File: src/rtl/ctrl_data_burst.sv
`default_nettype none
// ============================================================================
//  Module      : ctrl_data_burst
//  Description : DQS/DQ burst sequencer downstream of the rd/wr timing
//                controller. Runs preamble, toggling burst and postamble,
//                and queues requests so same-direction bursts chain seamlessly.
//  Revision    : 1.0 - initial release
// ============================================================================
module ctrl_data_burst #(
    parameter int DQ_W   = 8,
    parameter int QDEPTH = 2
) (
    input  logic            CK_t,
    input  logic            reset,
    input  logic            rd_rdy,
    input  logic            wr_rdy,
    input  logic            bc4,
    input  logic [1:0]      RD_PRE,
    input  logic [1:0]      WR_PRE,
    input  logic [DQ_W-1:0] wr_data,
    output logic            wr_data_req,
    input  logic [DQ_W-1:0] dq_in,
    output logic [DQ_W-1:0] dq_out,
    output logic            dq_oe,
    output logic            dqs_t_out,
    output logic            dqs_oe,
    output logic [DQ_W-1:0] rd_data,
    output logic            rd_data_valid,
    output logic            burst_done,
    output logic            busy,
    output logic            err
);

    localparam int c_PTR_W = $clog2(QDEPTH);
    localparam int c_CNT_W = c_PTR_W + 1;

    typedef enum logic [1:0] {
        S_IDLE  = 2'd0,
        S_PRE   = 2'd1,
        S_BURST = 2'd2,
        S_POST  = 2'd3
    } state_t;

    state_t              r_state, w_state_nxt;
    logic                r_dir, w_dir_nxt;      // 1 = write, 0 = read
    logic                r_bc4, w_bc4_nxt;
    logic [1:0]          r_pre_cnt, w_pre_nxt;
    logic [2:0]          r_beat, w_beat_nxt;
    logic                w_take;

    logic [1:0]          r_q_mem [QDEPTH];
    logic [c_PTR_W-1:0]  r_rd_ptr, r_wr_ptr;
    logic [c_CNT_W-1:0]  r_q_cnt, w_q_cnt_nxt;

    logic                r_dqs_oe, r_dqs_t, r_dq_oe, r_burst_done, r_busy, r_err;
    logic                r_rd_valid;
    logic [DQ_W-1:0]     r_dq_out, r_rd_data;

    logic                w_req_v, w_req_dir, w_q_empty, w_q_full, w_avail;
    logic [1:0]          w_head, w_head_pre;
    logic                w_last, w_seamless;
    logic                w_bypass, w_store, w_deq, w_overflow, w_dq_oe_nxt;

    function automatic logic [1:0] f_pre_len(input logic [1:0] p);
        f_pre_len = (p == 2'd2) ? 2'd2 : 2'd1;
    endfunction

    // A read wins a rd/wr collision; an incoming pulse is visible as the
    // queue head when the queue is empty, so it can be taken the same cycle.
    assign w_req_v    = rd_rdy | wr_rdy;
    assign w_req_dir  = ~rd_rdy;
    assign w_q_empty  = (r_q_cnt == '0);
    assign w_q_full   = (r_q_cnt == c_CNT_W'(QDEPTH));
    assign w_avail    = !w_q_empty || w_req_v;
    assign w_head     = w_q_empty ? {w_req_dir, bc4} : r_q_mem[r_rd_ptr];
    assign w_head_pre = f_pre_len(w_head[1] ? WR_PRE : RD_PRE);
    assign w_last     = (r_beat == (r_bc4 ? 3'd3 : 3'd7));
    assign w_seamless = (r_state == S_BURST) && w_last && w_avail && (w_head[1] == r_dir);

    always_comb begin
        w_state_nxt = r_state;
        w_dir_nxt   = r_dir;
        w_bc4_nxt   = r_bc4;
        w_pre_nxt   = r_pre_cnt;
        w_beat_nxt  = r_beat;
        w_take      = 1'b0;
        case (r_state)
            S_IDLE, S_POST: begin
                if (w_avail) begin
                    w_take      = 1'b1;
                    w_dir_nxt   = w_head[1];
                    w_bc4_nxt   = w_head[0];
                    w_pre_nxt   = w_head_pre;
                    w_state_nxt = S_PRE;
                end else begin
                    w_state_nxt = S_IDLE;
                end
            end
            S_PRE: begin
                if (r_pre_cnt <= 2'd1) begin
                    w_state_nxt = S_BURST;
                    w_beat_nxt  = 3'd0;
                end
                if (r_pre_cnt != 2'd0) begin
                    w_pre_nxt = r_pre_cnt - 2'd1;
                end
            end
            S_BURST: begin
                if (!w_last) begin
                    w_beat_nxt = r_beat + 3'd1;
                end else if (w_seamless) begin
                    w_take     = 1'b1;
                    w_bc4_nxt  = w_head[0];
                    w_beat_nxt = 3'd0;
                end else begin
                    w_state_nxt = S_POST;
                end
            end
            default: w_state_nxt = S_IDLE;
        endcase
    end

    // Combinational so a write arriving on the last beat still gets its
    // first-beat request in time for a seamless continuation.
    assign wr_data_req = r_dir &&
                         (((r_state == S_PRE) && (r_pre_cnt == 2'd1)) ||
                          ((r_state == S_BURST) && (!w_last || w_seamless)));

    // Push and pop together keep occupancy; an empty-queue take is a bypass.
    assign w_bypass    = w_take && w_q_empty;
    assign w_store     = w_req_v && !w_bypass && (!w_q_full || w_take);
    assign w_deq       = w_take && !w_q_empty;
    assign w_overflow  = w_req_v && w_q_full && !w_take;
    assign w_q_cnt_nxt = r_q_cnt + c_CNT_W'(w_store) - c_CNT_W'(w_deq);
    assign w_dq_oe_nxt = w_dir_nxt && ((w_state_nxt == S_PRE) || (w_state_nxt == S_BURST));

    always_ff @(posedge CK_t) begin
        if (w_store) begin
            r_q_mem[r_wr_ptr] <= {w_req_dir, bc4};
        end
    end

    always_ff @(posedge CK_t or posedge reset) begin
        if (reset) begin
            r_state      <= S_IDLE;
            r_dir        <= 1'b0;
            r_bc4        <= 1'b0;
            r_pre_cnt    <= 2'd0;
            r_beat       <= 3'd0;
            r_rd_ptr     <= '0;
            r_wr_ptr     <= '0;
            r_q_cnt      <= '0;
            r_dqs_oe     <= 1'b0;
            r_dqs_t      <= 1'b0;
            r_dq_oe      <= 1'b0;
            r_burst_done <= 1'b0;
            r_busy       <= 1'b0;
            r_err        <= 1'b0;
            r_rd_valid   <= 1'b0;
            r_dq_out     <= '0;
            r_rd_data    <= '0;
        end else begin
            r_state      <= w_state_nxt;
            r_dir        <= w_dir_nxt;
            r_bc4        <= w_bc4_nxt;
            r_pre_cnt    <= w_pre_nxt;
            r_beat       <= w_beat_nxt;
            r_q_cnt      <= w_q_cnt_nxt;
            if (w_store) r_wr_ptr <= r_wr_ptr + c_PTR_W'(1);
            if (w_deq)   r_rd_ptr <= r_rd_ptr + c_PTR_W'(1);
            r_dqs_oe     <= (w_state_nxt != S_IDLE);
            r_dqs_t      <= (w_state_nxt == S_BURST) && !w_beat_nxt[0];
            r_dq_oe      <= w_dq_oe_nxt;
            r_burst_done <= (w_state_nxt == S_BURST) &&
                            (w_beat_nxt == (w_bc4_nxt ? 3'd3 : 3'd7));
            r_busy       <= (w_state_nxt != S_IDLE) || (w_q_cnt_nxt != '0);
            r_err        <= r_err | w_overflow | (rd_rdy & wr_rdy);
            r_rd_valid   <= (r_state == S_BURST) && !r_dir;
            if ((r_state == S_BURST) && !r_dir) begin
                r_rd_data <= dq_in;
            end
            if (wr_data_req) begin
                r_dq_out <= wr_data;
            end else if (!w_dq_oe_nxt) begin
                r_dq_out <= '0;
            end
        end
    end

    assign dqs_oe        = r_dqs_oe;
    assign dqs_t_out     = r_dqs_t;
    assign dq_oe         = r_dq_oe;
    assign dq_out        = r_dq_out;
    assign burst_done    = r_burst_done;
    assign busy          = r_busy;
    assign err           = r_err;
    assign rd_data       = r_rd_data;
    assign rd_data_valid = r_rd_valid;

endmodule
`default_nettype wire

File: config.mk
export PLATFORM = sky130hd
export DESIGN_NAME = ctrl_data_burst
export DESIGN_NICKNAME = d
export VERILOG_FILES = /design/src/rtl/ctrl_data_burst.sv
export SDC_FILE = /design/constraint.sdc
export NUM_CORES = 1
export LEC_CHECK = 0
export BUFFER_PORTS_ARGS = -buffer_cell sky130_fd_sc_hd__buf_2
export CAP_MARGIN = 40
export CORE_ASPECT_RATIO = 1.25
export CORE_MARGIN = 2
export CORE_UTILIZATION = 53
export CTS_CLUSTER_DIAMETER = 30
export CTS_CLUSTER_SIZE = 40
export DETAILED_ROUTE_END_ITERATION = 10
export PLACE_DENSITY = 0.79
export SLEW_MARGIN = 20
export SYNTH_ARGS = -nofsm -noshare
export SYNTH_HDL_FRONTEND = slang
export SYNTH_SLANG_ARGS = --single-unit
File: constraint.sdc
create_clock -name CK_t -period 3.9 [get_ports CK_t]
set_clock_uncertainty 0.05 [all_clocks]
set_input_delay 0.195 -clock CK_t [delete_from_list [all_inputs] [get_ports CK_t]]
set_output_delay 0.195 -clock CK_t [all_outputs]
set_load 0.005 [all_outputs]
==> metrics.csv, run 1 <==
metric;value;unit
WP data required;4.03;ns
status;finished clean;
Hold Fails Final Rpt;0;
synth warn;0;
leak pwr;1.16;nW
row count;25;
Yosys cell types;43;
share of layout cells above drive strength 1;30.0;%
setup ws final;0.844;ns
HP Class;in2reg;
setup violators final;0;
critical path arrival;3.18;ns
CP startpoint kind;flip-flop;
total clock sinks;40;
antenna violations before repair;0;
worst vdd ir;0.470;mV
fin crit period;3.06;ns
Seq/Total Area, Yosys;49.9;%
DP Wirelength;2820;um
Net Sw Frac;39.9;%
clock share of power;14.4;%
Pint;1.17;mW
CTS H-tree depth;2;
Tcrit/Tclk final;78.4;%
post-DR vias/cell;5.48;
Hold Startpoint;wr_data[1];
post-synthesis area per instance;10.2;um2
RSZ-0062 raised after global routing;false;
Root Driver;clkbuf_8;
Nets;284;
Post CTS Setup Buffer Count;0;
chip width;59.6;um
total core area;3750;um2
Synth-to-Final Area Change;17.8;%
Die Height;73.4;um
CTS tree;done;
Synth async-reset ratio;90.0;%
n_diodes;0;
die area;4370;um2
Most used DFF post-synth;dfrtp_1;
Slew headroom;52.1;%
Switching Power;780;uW
Worst Path Max Fanout;6;
Detailed Route WL;3820;um
Cell Area, Placed;2300;um2
Setup crit start;r_rd_ptr;
register area;1020;um2
Post-Syn Instances;200;
clock latency on the worst-skew pair;0.29;ns
Worst-path clk slew;0.07;ns
combinational power share;49.1;%
Tightest Pin Transition;0.717;ns
via count;1589;
Synth area leaders;dfrtp_1 44%, ha_1 6.1%, mux2_2 6.1%;
post-route cell area;2410;um2
maximum root-to-sink buffer count;2;
EDFF count, synth;4;
R2R Path Start;r_rd_ptr;
DRT antenna net count;0;
routability cong.;0.880;
Residual DRC;0;
fillers;317;
CTS Buf Count;5;
Syn Nets;235;
CP Class;reg2reg;
Slew Viols, Final;0;
CTS hold repair buffers;1;
first-pass GRT wire length;6370;um
Setup TNS;0;ns
FMAX;327;MHz
Starting DRT DRC Count;64;
GR Overflow Total;0;
Netlist Area Pre-Place;2040;um2
largest net degree at the start of global routing;37;
Top Ports;49;
commonest non-fill, non-tap cell in the layout;buf_2;
Multi-input gate area;926;um2
area share of the largest cell type after synthesis;44.1;%
vias in the first global route;1473;
power density cells;811;nW/um2
sequential share of power;36.4;%
drt wl/cell;13.2;um
first-pass iteration count of the detailed router;4;
Resized Gates After CTS;0;
crit end category;flip-flop;
most frequent cells in the layout;48 x buf_2, 36 x dfrtp_1, 21 x nand2_1;
worst slack, placed;0.877;ns
number of max-cap violations;0;
initial core utilization;54.5;%
Global Route Usage Sum;19.7;%
Port Buffers;48;
leading area contributor after synthesis;dfrtp_1;
synthesis-stage register bit count;40;
[cells in the mapped netlist (all sizes together) (2+ instances only)]
master  count
buf         3
xor2        2
nor4        2
nor2       11
nand2b      4
or2         5
o21ai      18
o21bai      2
or3         4
mux2i       2
a21oi      10
a211oi      3
xnor2       3
inv        16
and2        4
nor2b       2
clkbuf      5
mux2       11
nand3       3
a31oi       3
edfxtp      4
nand3b      2
nor3b       2
dfrtp      36
nand2      21
o31ai       3
ha         10
[worst paths after layout]
check | cells past startpoint | to | slack (ns)
max reg2reg | 10 | busy | 0.84
min | 3 | dq_out[1] | 0.05
min reg2reg | 2 | err | 0.42
max | 10 | busy | 0.84
min in group asynchronous | 4 | dq_out[5] | 0.50
max in group asynchronous | 4 | err | 2.99
[flip-flops by register name, summed over array words and instances, names as in the netlist, 2 cells and up]
name and cells:
r_q_mem 4, rd_data 8, r_q_cnt 2, dq_out 8, r_beat 3, r_pre_cnt 2
r_state 2
[logic make-up (layout without fill, tap and decap cells)]
logic type | Yosys count | after routing | share of synthesized area (%)
compound gates | 47 | 47 | 14.9
flops | 40 | 40 | 49.9
simple gates | 61 | 61 | 14.9
fa+ha+maj | 10 | 10 | 6.12
mux | 13 | 13 | 7.22
buf+inv | 24 | 74 | 4.77
xor+xnor | 5 | 5 | 2.14
[layout make-up]
cell class,count,area share [%]
flip-flops and latches,40,42.4
multi-input cells,136,38.4
repair buffers,50,10.7
clock buffers,7,3.58
inverters,16,2.49
well taps,40,2.08
clock inverters,1,0.312
[worst max-delay path: stages, from the launching register on]
cell and delay (ns):
dfrtp_1 0.42, mux2i_2 0.35, mux2i_1 0.48, nor2_1 0.12
a2111o_1 0.44, ha_1 0.30, inv_1 0.03, ha_1 0.18
xnor2_1 0.14, xnor2_1 0.13, or3_1 0.30
[per-layer routing]
| layer | global-route usage [%] | vias to the layer above | share of wire [%] |
|---|---|---|---|
| met4 | 8.89 | 0 | 2.0 |
| met1 | 24.6 | 748 | 44 |
| met3 | 4.93 | 7 | 5.5 |
| li1 | - | 785 | - |
| met5 | 0 | - | 0 |
| met2 | 31.9 | 49 | 49 |
[metrics by stage]
| stage | power, mW | std cells | hold slack [ns] | util, % |
|---|---|---|---|---|
| after floorplan | 1.43 | 200 | 0.244 | - |
| after global placement | 1.66 | 281 | 0.269 | 61.4 |
| after global routing | 2.13 | 290 | 0.0528 | 64.2 |
| after CTS | 1.97 | 290 | 0.0437 | 64.2 |
| final | 1.95 | 290 | 0.0490 | 64.2 |
| after detailed placement | 1.68 | 281 | 0.270 | 61.4 |
[power by group through the flow]
stage          Sequential (mW)  Combinational [mW]  Clock, mW
2_1_floorplan            0.704               0.723          0
3_3_place_gp             0.717               0.944          0
3_5_place_dp             0.719               0.962          0
4_1_cts                  0.713               0.966      0.290
5_1_grt                  0.737                1.09      0.302
6_report                 0.712               0.960      0.282
Power figures use the tool's default switching activity.
==> run 2, diff against run 1 <==
--- a/config.mk
+++ b/config.mk
@@ -9,11 +9,11 @@
 export CAP_MARGIN = 40
 export CORE_ASPECT_RATIO = 1.25
 export CORE_MARGIN = 2
-export CORE_UTILIZATION = 53
+export CORE_UTILIZATION = 48
 export CTS_CLUSTER_DIAMETER = 30
 export CTS_CLUSTER_SIZE = 40
 export DETAILED_ROUTE_END_ITERATION = 10
-export PLACE_DENSITY = 0.79
+export PLACE_DENSITY = 0.76
 export SLEW_MARGIN = 20
 export SYNTH_ARGS = -nofsm -noshare
 export SYNTH_HDL_FRONTEND = slang
==> constraint.sdc (replaced) <==
create_clock -name CK_t -period 2.7 [get_ports CK_t]
set_clock_uncertainty 0.05 [all_clocks]
set_input_delay 0.135 -clock CK_t [delete_from_list [all_inputs] [get_ports CK_t]]
set_output_delay 0.135 -clock CK_t [all_outputs]
set_load 0.005 [all_outputs]
==> metrics.csv, run 2 (same netlist as run 1, synthesis figures left out) <==
metric;value;unit;change
Starting DRT DRC Count;70;;+9.4%
share of layout cells above drive strength 1;36.4;%;+6.4 points
Top Ports;49;;unchanged
Synth-to-Final Area Change;31.1;%;
fin crit period;2.69;ns;-0.363 ns
worst reg-to-reg setup slack;0.007;ns;-0.84 ns
drt wl/cell;13.8;um;+5.1%
CTS H-tree depth;2;;unchanged
Detailed Route WL;4540;um;+19%
post-DR vias/cell;5.27;;-3.8%
Port Buffers;48;;unchanged
CTS tree;done;;
Global Route Usage Sum;20.3;%;+0.59 points
Die Height;77.0;um;+4.8%
worst vdd ir;0.789;mV;+68%
first-pass iteration count of the detailed router;4;;unchanged
total core area;4100;um2;+9.2%
maximum root-to-sink buffer count;2;;unchanged
vias in the first global route;1667;;+13%
RSZ-0062 raised after global routing;true;;
CTS Buf Count;5;;unchanged
critical path arrival;2.82;ns;-0.36 ns
DP Wirelength;3140;um;+11%
R2R Path Start;r_rd_ptr;;
leak pwr;1.29;nW;+11%
die area;4800;um2;+9.8%
total clock sinks;40;;unchanged
Worst Path Max Fanout;3;;-3
Tcrit/Tclk final;99.8;%;+21 points
setup violators final;0;;unchanged
GR Overflow Total;0;;unchanged
final core occ;65.4;%;+1.2 points
CP Class;reg2reg;;
hold slack;-0.0000933;ns;-0.0491 ns
status;finished, violations left;;
FMAX;371;MHz;+13%
fillers;333;;+5.0%
number of max-cap violations;0;;unchanged
antenna violations before repair;0;;unchanged
Nets;306;;+7.7%
crit end category;flip-flop;;
chip width;62.4;um;+4.7%
row count;26;;+4.0%
Tightest Pin Transition;0.638;ns;-0.0782 ns
Slew headroom;57.2;%;+5.1 points
largest net degree at the start of global routing;22;;-41%
initial core utilization;49.9;%;-4.6 points
CP startpoint kind;flip-flop;;
failing checks;hold timing;;
Worst-path clk slew;0.08;ns;about the same
most frequent cells in the layout;48 x buf_2, 36 x dfrtp_1, 21 x nand2_1;;
n_diodes;0;;unchanged
power density cells;1220;nW/um2;+51%
commonest non-fill, non-tap cell in the layout;buf_2;;
routability cong.;0.857;;-2.6%
Residual DRC;0;;unchanged
Setup crit start;r_rd_ptr;;
Hold Startpoint;wr_data[7];;
via count;1729;;+8.8%
DRT antenna net count;0;;unchanged
WP data required;2.83;ns;-1.20 ns
first-pass GRT wire length;7620;um;+20%
clock latency on the worst-skew pair;0.30;ns;about the same
HP Class;in2reg;;
Hold Fails Final Rpt;1;;+1
Slew Viols, Final;0;;unchanged
Root Driver;clkbuf_8;;
## run 2: cell types whose count changed in the layout (fill, tap and decap cells not counted), sizes merged
cell / delta
bufinv: +1
buf: +16
dlygate4sd3: +6
clkinvlp: -1
## run 2: stage by stage
stage	instance area [um2]	TNS [ns]	setup WS, ns	cells	power (mW)
after floorplan	2050	-0.0667	-0.0667	200	2.08
after global placement	2430	0	0.0754	311	2.58
after detailed placement	2430	-0.00892	-0.00892	311	2.60
after CTS	2640	-0.00746	-0.00746	327	3.19
after global routing	2680	-0.0772	-0.0772	328	3.54
final	2680	0	0.00651	328	3.28
## run 2: path summary, 6_finish.rpt
| kind | end | cells past startpoint |
|---|---|---|
| max reg2reg | busy | 10 |
| min | dq_out[7] | 3 |
| max in group asynchronous | r_wr_ptr | 5 |
| max | busy | 10 |
| min reg2reg | err | 2 |
| min in group asynchronous | rd_data[5] | 3 |
## run 2: worst max-delay path, cell delays in order, from the launching register on
cell	delay [ns]
dfrtp_1	0.39
mux2i_2	0.28
mux2i_2	0.31
nor2_1	0.09
a2111o_1	0.39
ha_1	0.31
inv_2	0.05
ha_4	0.16
xnor2_2	0.12
xnor2_1	0.13
or3_1	0.30
## run 2: what timing repair did
item,4_1_cts,5_1_grt
endpoints found under the hold margin,26,0
hold buffers,7,0
gates resized for setup,2,6
pin swaps,0,2
setup buffers,1,0
endpoints found under the setup margin,1,7
## run 2: cell type report
cell class	instances	area [um2]	share of cell area [%]
flip-flops and latches	40	1020	38.1
well taps	56	70.1	2.61
inverters	16	60.1	2.24
clock inverters	1	30.0	1.12
multi-input cells	136	957	35.7
clock buffers	7	96.3	3.59
repair buffers	72	445	16.6
## run 2: report_power, final
group | internal, mW | switching [mW] | total, mW
sequential | 0.869 | 0.150 | 1.02
clock | 0.326 | 0.214 | 0.540
combinational | 0.840 | 0.880 | 1.72
## run 2: layer usage
metal | global-route usage, % | routed length (um)
met4 | 7.78 | 72
met1 | 25.7 | 1940
met2 | 33.2 | 2200
met3 | 5.43 | 322
met5 | 0 | 0
==> run 3, diff against run 2 <==
--- a/config.mk
+++ b/config.mk
@@ -5,6 +5,7 @@
 export SDC_FILE = /design/constraint.sdc
 export NUM_CORES = 1
 export LEC_CHECK = 0
+export ABC_AREA = 1
 export BUFFER_PORTS_ARGS = -buffer_cell sky130_fd_sc_hd__buf_2
 export CAP_MARGIN = 40
 export CORE_ASPECT_RATIO = 1.25
==> metrics.csv, run 3 <==
metric;value;unit;change
status;finished clean;;
Global Route Usage Sum;20.1;%;-0.21 points
Detailed Route WL;4310;um;-5.1%
R2R depth;15;;+5
Most used DFF post-synth;dfrtp_1;;
multiplexer share of the synthesized area;0;%;-7.2 points
initial core utilization;50.0;%;+0.091 points
CTS Buf Count;5;;unchanged
Synth Area in Compound Gates;4.74;%;-10 points
chip width;62.2;um;-0.29%
sequential share of power;34.0;%;+2.9 points
CP Class;reg2reg;;
final core occ;66.0;%;+0.65 points
row count;26;;unchanged
Synth async-reset ratio;90.0;%;unchanged
Yosys cell types;26;;-40%
Syn Nets;277;;+18%
Residual DRC;0;;unchanged
Synth-to-Final Area Change;32.1;%;
Finished Layout Cells;376;;+15%
synth warn;0;;unchanged
wl on met1;1790;um;-7.8%
DP Wirelength;2880;um;-8.0%
routability cong.;0.842;;-1.8%
worst reg-to-reg setup slack;0.18;ns;+0.17 ns
post-synthesis xor/xnor area fraction;2.16;%;+0.013 points
DRT antenna net count;0;;unchanged
synthesis-stage register bit count;40;;unchanged
vias in the first global route;1777;;+6.6%
count leader, synth;nand2_1;;
CTS tree;done;;
setup ws final;0.181;ns;+0.174 ns
placed cells;347;;+12%
critical path arrival;2.66;ns;-0.16 ns
Switching Power;1.27;mW;+2.2%
post-synthesis area per instance;8.40;um2;-18%
Hold Path Depth;3;;unchanged
largest family of logic cells by synthesized area;simple AND/OR/NAND/NOR gates;;
Tightest Pin Transition;0.447;ns;-0.192 ns
most frequent cells in the layout;78 x nand2_1, 48 x buf_2, 36 x dfrtp_1;;
Die Height;76.7;um;-0.29%
combinational power share;50.0;%;-2.5 points
first-pass iteration count of the detailed router;5;;+1
Tcrit/Tclk final;93.3;%;-6.5 points
leak pwr;1.46;nW;+13%
post-DR vias/cell;4.67;;-11%
WL met3;198;um;-39%
die area;4770;um2;-0.57%
Netlist Area Pre-Place;2030;um2;-0.61%
Post-Syn Instances;242;;+21%
Worst Path Max Fanout;7;;+4
Top Ports;49;;unchanged
simple-gate area share of the yosys netlist;29.2;%;+14 points
clock share of power;16.0;%;-0.5 points
total core area;4070;um2;-0.79%
Synth area leaders;dfrtp_1 44%, nand2_1 14%, inv_1 6.7%;;
R2R Path Start;r_state[1];;
Hold Startpoint;wr_rdy;;
HP Class;in2reg;;
Pint;1.74;mW;-14%
CTS H-tree depth;2;;unchanged
share of layout cells above drive strength 1;25.6;%;-11 points
Root Driver;clkbuf_8;;
maximum root-to-sink buffer count;2;;unchanged
via count;1757;;+1.6%
largest net degree at the start of global routing;37;;+68%
FMAX;397;MHz;+6.9%
Net Sw Frac;42.2;%;+4.2 points
clock latency on the worst-skew pair;0.30;ns;about the same
total clock sinks;40;;unchanged
area share of the largest cell type after synthesis;44.3;%;+0.27 points
antenna violations before repair;0;;unchanged
Port Buffers;48;;unchanged
worst vdd ir;0.647;mV;-18%
WP data required;2.84;ns;about the same
Slew Viols, Final;0;;unchanged
top sig layer;met4;;
commonest non-fill, non-tap cell in the layout;nand2_1;;
n_diodes;0;;unchanged
Nets;354;;+16%
worst slack, placed;0.0946;ns;+0.104 ns
GR Overflow Total;0;;unchanged
Starting DRT DRC Count;61;;-13%
EDFF count, synth;4;;unchanged
Slew headroom;70.2;%;+13 points
leading area contributor after synthesis;dfrtp_1;;
number of max-cap violations;0;;unchanged
worst reg2reg path endpoint;busy;;
power density cells;1120;nW/um2;-8.3%
fin crit period;2.52;ns;-0.174 ns
first-pass GRT wire length;7560;um;-0.91%
met2 WL;2220;um;+0.82%
Hold EP;err;;
Post-synth top cells;78 x nand2_1, 36 x dfrtp_1, 36 x inv_1;;
Worst-path clk slew;0.07;ns;about the same
Hold Fails Final Rpt;0;;-1
drt wl/cell;11.5;um;-17%
setup violators final;0;;unchanged
crit end category;flip-flop;;
CP startpoint kind;flip-flop;;
post-synthesis adder-cell area fraction;6.16;%;+0.038 points
Seq/Total Area, Yosys;50.2;%;+0.31 points
Setup crit start;r_state[1];;
## run 3: cell types whose count changed after synthesis, moves of 4 or more
cell,change
nand2_1,+57
o21ai_0,-9
a21oi_1,-4
nor2_2,+4
nand2b_1,-4
clkbuf_1,-4
nand3_1,+16
mux2_2,-11
nor2_1,+5
or3_1,-4
inv_1,+20
nand2_2,+5
## run 3: what timing repair did
| item | CTS | global route |
|---|---|---|
| setup buffers | 0 | 3 |
| gates resized for setup | 0 | 4 |
| hold buffers | 18 | 0 |
| hold endpoints to repair | 54 | 0 |
| setup endpoints to repair | 0 | 2 |
## run 3: worst max path at each step
stage | slack (ns) | depth (start not counted) | end
3_5_place_dp | 0.09 | 16 | busy
5_1_grt | -0.0008 | 15 | busy
3_3_place_gp | 0.21 | 16 | busy
2_1_floorplan | 0.33 | 16 | busy
4_1_cts | 0.05 | 16 | busy
6_report | 0.18 | 15 | busy
## run 3: logic make-up (layout without fill, tap and decap cells)
| kind of cell | Yosys count | count (layout) |
|---|---|---|
| flip-flops | 40 | 40 |
| XOR/XNOR | 5 | 5 |
| AND/OR/NAND/NOR | 131 | 131 |
| buffers and inverters | 39 | 117 |
| AO/OA/AOI/OAI | 17 | 17 |
| adder cells (fa/ha/maj) | 10 | 10 |
## run 3: worst max-delay path, stage by stage, from the launching register on
cell and delay, ns:
dfrtp_1 0.45, ha_4 0.32, inv_2 0.07, nor2_2 0.11
inv_1 0.07, nand2_2 0.10, nand2_2 0.08, nand3_2 0.09
nand3_2 0.10, ha_1 0.29, inv_1 0.04, ha_1 0.20
xnor2_2 0.15, xor2_1 0.16, nor2_1 0.10, nand2_1 0.05
## run 3: metal layers
layer | track usage (%) | up-vias
li1 | - | 906
met1 | 22.6 | 799
met2 | 36.5 | 44
met3 | 3.96 | 8
met4 | 8.89 | 0
met5 | 0 | -
## run 3: per-stage QoR
stage	setup TNS [ns]	power [mW]	hold WS (ns)	area (um2)
finish	0	3.01	0.0138	2690
global route	-0.000796	3.30	0.0388	2690
CTS	0	2.95	0.0131	2640
floorplan	0	2.03	0.184	2030
detailed placement	0	2.44	0.219	2350
global placement	0	2.39	0.210	2350
## run 3: power by group through the flow
| stage | sequential, mW | combinational (mW) | clock [mW] |
|---|---|---|---|
| 5_1_grt | 1.05 | 1.73 | 0.513 |
| 3_3_place_gp | 1.03 | 1.37 | 0 |
| 2_1_floorplan | 1.03 | 1.00 | 0 |
| 4_1_cts | 1.03 | 1.43 | 0.491 |
| 3_5_place_dp | 1.03 | 1.41 | 0 |
| 6_report | 1.02 | 1.51 | 0.481 |
## run 3: cell type report
cell class	count	area (um2)
timing repair buffer	71	458
clock inverter	2	35.0
inverter	38	148
fill	355	1380
tap	56	70.1
sequential	40	1020
clock buffer	6	72.6
multi-input combinational	163	881
